File: src/rtl/psx_mem_arbiter.sv
// Two-client (GPU=0, CPU/DMA=1) request arbiter feeding the PSX-to-DDR bridge command port.
// Define ARB_ROUND_ROBIN_EN for round-robin arbitration; default is fixed priority with a starvation guard.
module psx_mem_arbiter #(
  parameter int STARVE_LIMIT = 4
) (
  input  logic         i_clk,
  input  logic         i_nRst,
  input  logic         i_req0,
  input  logic         i_write0,
  input  logic [1:0]   i_size0,
  input  logic [14:0]  i_adr0,
  input  logic [2:0]   i_subAdr0,
  input  logic [15:0]  i_mask0,
  input  logic [255:0] i_data0,
  input  logic         i_req1,
  input  logic         i_write1,
  input  logic [1:0]   i_size1,
  input  logic [14:0]  i_adr1,
  input  logic [2:0]   i_subAdr1,
  input  logic [15:0]  i_mask1,
  input  logic [255:0] i_data1,
  output logic         o_busy0,
  output logic         o_busy1,
  output logic         o_dataValid0,
  output logic         o_dataValid1,
  output logic [255:0] o_data0,
  output logic [255:0] o_data1,
  output logic         o_command,
  output logic         o_writeElseRead,
  output logic [1:0]   o_commandSize,
  output logic [14:0]  o_targetAddr,
  output logic [2:0]   o_subAddr,
  output logic [15:0]  o_writeMask,
  output logic [255:0] o_dataClient,
  input  logic         i_busyBridge,
  input  logic         i_dataValidBridge,
  input  logic [255:0] i_dataBridge
);

  typedef enum logic {IDLE = 1'b0, WAIT_READ = 1'b1} state_t;

  state_t       state;
  logic [1:0]   pend;
  logic [1:0]   slotWr;
  logic [1:0]   slotSize [2];
  logic [14:0]  slotAdr  [2];
  logic [2:0]   slotSub  [2];
  logic [15:0]  slotMask [2];
  logic [255:0] slotData [2];
  logic         owner;
  logic         lastGrant;
  logic         win;
  logic         grant;
  logic         sel;

`ifndef ARB_ROUND_ROBIN_EN
  localparam logic [3:0] LIMIT = 4'(STARVE_LIMIT);
  logic [3:0] starveCnt;
`endif

  // Handshake: a client may pulse i_reqN only while o_busyN is 0; o_busyN stays high
  // from the capture edge until a write is granted or a read's data has returned.
  assign o_busy0 = pend[0] | ((state == WAIT_READ) & ~owner);
  assign o_busy1 = pend[1] | ((state == WAIT_READ) &  owner);

  always_comb begin
    win = 1'b0;
    if (pend[0] && pend[1]) begin
`ifdef ARB_ROUND_ROBIN_EN
      win = ~lastGrant;
`else
      win = (starveCnt == LIMIT);
`endif
    end else begin
      win = pend[1];
    end
  end

  assign grant     = (state == IDLE) & (|pend) & ~i_busyBridge;
  assign o_command = grant;

  // Outside a grant cycle the bridge fields keep showing the last-granted slot.
  assign sel             = grant ? win : lastGrant;
  assign o_writeElseRead = slotWr[sel];
  assign o_commandSize   = slotSize[sel];
  assign o_targetAddr    = slotAdr[sel];
  assign o_subAddr       = slotSub[sel];
  assign o_writeMask     = slotMask[sel];
  assign o_dataClient    = slotData[sel];

  always_ff @(posedge i_clk or negedge i_nRst) begin
    if (!i_nRst) begin
      state        <= IDLE;
      pend         <= 2'b00;
      slotWr       <= 2'b00;
      for (int i = 0; i < 2; i++) begin
        slotSize[i] <= '0;
        slotAdr[i]  <= '0;
        slotSub[i]  <= '0;
        slotMask[i] <= '0;
        slotData[i] <= '0;
      end
      owner        <= 1'b0;
      lastGrant    <= 1'b0;
      o_dataValid0 <= 1'b0;
      o_dataValid1 <= 1'b0;
      o_data0      <= '0;
      o_data1      <= '0;
`ifndef ARB_ROUND_ROBIN_EN
      starveCnt    <= '0;
`endif
    end else begin
      o_dataValid0 <= 1'b0;
      o_dataValid1 <= 1'b0;

      // A busy slot is never granted the same edge it captures, so set/clear of pend never collide.
      if (i_req0 && !o_busy0) begin
        pend[0]     <= 1'b1;
        slotWr[0]   <= i_write0;
        slotSize[0] <= i_size0;
        slotAdr[0]  <= i_adr0;
        slotSub[0]  <= i_subAdr0;
        slotMask[0] <= i_mask0;
        slotData[0] <= i_data0;
      end
      if (i_req1 && !o_busy1) begin
        pend[1]     <= 1'b1;
        slotWr[1]   <= i_write1;
        slotSize[1] <= i_size1;
        slotAdr[1]  <= i_adr1;
        slotSub[1]  <= i_subAdr1;
        slotMask[1] <= i_mask1;
        slotData[1] <= i_data1;
      end

      if (grant) begin
        pend[win] <= 1'b0;
        lastGrant <= win;
        if (!slotWr[win]) begin
          owner <= win;
          state <= WAIT_READ;
        end
`ifndef ARB_ROUND_ROBIN_EN
        if (win) begin
          starveCnt <= '0;
        end else if (pend[1] && starveCnt != LIMIT) begin
          starveCnt <= starveCnt + 4'd1;
        end
`endif
      end

      if (state == WAIT_READ && i_dataValidBridge) begin
        state <= IDLE;
        if (owner) begin
          o_data1      <= i_dataBridge;
          o_dataValid1 <= 1'b1;
        end else begin
          o_data0      <= i_dataBridge;
          o_dataValid0 <= 1'b1;
        end
      end
    end
  end

endmodule

File: config.mk
export PLATFORM = sky130hd
export DESIGN_NAME = psx_mem_arbiter
export DESIGN_NICKNAME = d
export VERILOG_FILES = /design/src/rtl/psx_mem_arbiter.sv
export SDC_FILE = /design/constraint.sdc
export NUM_CORES = 2
export LEC_CHECK = 0
export CAP_MARGIN = 20
export CORE_AREA = 2 2 641 643
export DETAILED_ROUTE_END_ITERATION = 6
export DIE_AREA = 0 0 643 645
export DONT_BUFFER_PORTS = 1
export SYNTH_ARGS = -nofsm -noshare
export SYNTH_HDL_FRONTEND = slang
export SYNTH_SLANG_ARGS = --single-unit
File: constraint.sdc
create_clock -name i_clk -period 2.08 [get_ports i_clk]
set_input_delay 0.312 -clock i_clk [delete_from_list [all_inputs] [get_ports i_clk]]
set_output_delay 0.312 -clock i_clk [all_outputs]
set_load 0.01 [all_outputs]
==> metrics.md <==
| Metric | Value |
|---|---|
| Pre-antenna DRT Iters | 6 |
| Synth Net Count | ~4600 |
| Sequential share of the synthesized area | between 60% and 70% |
| DP Wirelength | 296000 um |
| Pwr Density | 1860 nW/um^2 |
| Post-Synth Simple-Gate Area | between 10% and 20% |
| Cell variety after synth | 27 |
| Hold WS | -801 ps |
| Final net count | 5659 |
| CP peak stage delay | between 400 and 500 ps |
| Worst slew pin tran | 1320 ps |
| Hold Path Class | in -> async |
| Largest net degree at the start of global routing | 207 |
| Register bit total from synthesis | 1109 |
| Core area | between 400000 and 500000 sq um |
| CTS clk-pin slew, worst paths | 60 ps |
| Fin crit period | 3250 ps |
| Compound-Gate Fraction of Synth Area | less than 1% |
| CTS root buf | clkbuf_16 |
| Layout Cells excl Fill | between 10000 and 15000 |
| Ys async rst share | 100% |
| Status | complete, but fails checks |
| Avg Synthesized Cell Area | between 10 and 15 sq um |
| Area grow syn2layout | 48.9% |
| GRT Util Overall | ~16% |
| Min setup slack post-route | -1170 ps |
| Drt total wl | ~350000 um |
| Die Wd | 643 um |
| Antenna violations before repair | between 100 and 150 |
| Post-Synth Adder-Cell Area | less than 1% |
| Clk Latency, worst-skew pair | ~860 ps |
| WS Path Type | reg -> out |
| Peak supply drop | a little under 0.8 mV |
| Routability cong. | 1.00 |
| Die H | about 650 um |
| Slowest stage cell, crit path | or3b_4 |
| Placed Cells | between 9000 and 10000 |
| Post-synth EDFFs | 0 |
| RSZ-0062 raised after global routing | true |
| Post-DP Area | around 54000 sq um |
| CP startpoint kind | flip-flop |
| Largest family of logic cells by synthesized area | multiplexers |
| Final Slew Violations | 0 |
| GRT overflow | 0 |
| Vias in the first global route | approximately 35000 |
| Clk sinks | 1109 |
| Final hold vios | roughly 520 |
| Worst Path Required | about 1800 ps |
| Max clock buf depth | 4 |
| Critical Path End Type | output port |
| Violations in the final reports | hold timing, setup timing |
| Crit-path max FO | 21 |
| Max-slew headroom | a little under an eighth |
| Routed Antenna Nets | 0 |
| Via/cell ratio | 3.46 |
| Share of cells above drive strength 1 | approximately 28% |
| Crit path arrival time | around 2900 ps |
| H-tree Lvls | 4 |
| Global-route wire length before repair | 427000 um |
| Synth Area in XOR/XNOR | 0% |
| Max Cap Viol | 0 |
| Fmax | roughly 300 MHz |
| CP most frequent cell | a21oi_4 |
| I/O pins | between 1500 and 2000 |
| CTS tree | yes |
| Port bufs | 0 |
| Row count | 235 |
| Leak pwr | 30.4 nW |
| Die area | 415000 sq um |
| Ys Warns | 0 |
| WL/cell | around 33 um |
| Via count | approximately 36000 |
| TritonCTS Buffers | around 140 |
| DRC violations left | 0 |
| Mapped Cells | between 3000 and 4000 |
| Post-CTS Hold Buffers | roughly 850 |
| Worst-path cell chain | or3b_4 -> a21oi_4 -> a21oi_4 -> buf_12 -> buf_4 -> buf_16 -> mux2_4 |
| Mapped cell area | 45700 sq um |
| Fin crit share | 156% |
| Post-synthesis mux area share | 23.8% |
| Clk_skew | ~90 ps |
| Ys flop type | dfrtp_1 |
| Post-route cell area | between 60000 and 70000 sq um |
| Initial Utilization | 11.2% |
| First DRT Iteration DRCs | roughly 4200 |
| Count of final setup violators | about 720 |
==> final timing paths <==
path                       slack, ps                    from  cells past startpoint                         to
max                            -1170       pend[1]$_DFF_PN0_                      7          o_dataClient[157]
min                             -800                  i_nRst                      0   o_data0[115]$_DFFE_PN0P_
max reg2reg                     -320       state$_DFFE_PN0P_                      8  slotData[486]$_DFFE_PN0P_
min reg2reg                      510  slotAdr[9]$_DFFE_PN0P_                      1     slotAdr[9]$_DFFE_PN0P_
max in group asynchronous        450                  i_nRst                      3  slotData[451]$_DFFE_PN0P_
min in group i_clk                60       i_dataValidBridge                      4    o_data1[13]$_DFFE_PN0P_
==> synth_stat cells (2+ instances only) <==
cell type,n,share of area (%)
mux2_2,620,15
o21ai_0,5,0.055
buf_2,61,0.67
nand3_1,7,0.077
nor2_1,2,0.016
clkbuf_1,107,0.88
a21oi_2,2,0.038
mux2_4,259,8.5
dfrtp_1,1109,61
inv_1,8,0.066
ha_1,2,0.055
a21o_1,3,0.049
buf_6,29,0.71
nor3_1,2,0.022
buf_1,12,0.098
nand2_1,1540,13
a21oi_1,2,0.022
clkinv_1,2,0.016
==> power breakdown <==
part	total (mW)	internal [mW]	switching (mW)	leakage (nW)
Clock	24.6	14.2	10.5	2.20
Sequential	57.7	31.8	25.9	13.5
Combinational	44.2	21.5	22.8	14.7
==> cells by family after synthesis <==
kind of cell | count (synthesis)
DFF | 1109
muxes | 879
buffers and inverters | 220
adders and majority gates | 2
and+or+nand+nor | 1557
AOI/OAI and AO/OA | 14
==> timing repair <==
action | CTS | global route
gates resized for setup | 23 | 113
pin swaps | 2 | 3
setup buffers | 15 | 27
endpoints found under the setup margin | 512 | 1000
endpoints found under the hold margin | 1625 | 518
gates cloned | 4 | 11
==> cell usage in the layout, fill, tap and decap left out, types with 15 or more instances in the layout <==
cell,n
buf_4,131
clkbuf_1,29
diode_2,71
dfrtp_1,1108
dlygate4sd3_1,845
nand2_1,1539
mux2_4,291
buf_8,15
clkbuf_16,152
clkbuf_8,29
mux2_2,588
buf_6,29
buf_12,52
==> layout make-up <==
| type | count | area [sq um] |
|---|---|---|
| Fill cell | 45051 | 340000 |
| Sequential cell | 1109 | 27800 |
| Multi-Input combinational cell | 2452 | 17100 |
| Timing Repair Buffer | 1098 | 11700 |
| Tap cell | 5451 | 6820 |
| Clock buffer | 200 | 4060 |
| Clock inverter | 39 | 434 |
| Antenna cell | 71 | 178 |
| Inverter | 10 | 55.1 |
==> metrics by stage <==
step	setup TNS (ps)	setup slack [ps]	hold WS [ps]	power (mW)	utilization [%]
6_report	-374110	-1170	-801	127	16.7
5_1_grt	-420700	-1320	-902	131	16.7
4_1_cts	-376800	-1250	-937	125	16.4
3_5_place_dp	-304750	-1100	21.2	97.0	13.2
3_3_place_gp	-290530	-1040	21.9	96.7	13.2
2_1_floorplan	0	25.6	16.4	65.0	-
==> layer usage <==
layer	vias to the layer above	wire [um]	track usage, %
met4	40	21000	8.48
met2	2455	164000	26.3
met5	-	258	0
met3	582	39200	6.87
met1	18459	125000	17.7
li1	14501	-	-
==> sequential cells by signal (all words and copies together), names as in the netlist, 2 cells and up <==
| name | count |
|---|---|
| slotData | 512 |
| o_data0 | 256 |
| slotSize | 4 |
| slotSub | 6 |
| starveCnt | 4 |
| slotAdr | 30 |
| o_data1 | 256 |
| pend | 2 |
| slotWr | 2 |
| slotMask | 32 |
==> critical path: cells and delay by family (launching register included) <==
family | cells | cell delay, ps
buffers and inverters | 3 | 570
AND/OR/NAND/NOR | 1 | 420
flip-flops | 1 | 400
multiplexers | 1 | 350
AO/OA/AOI/OAI | 2 | 230
No activity file was read; power rests on OpenSTA's default activity.
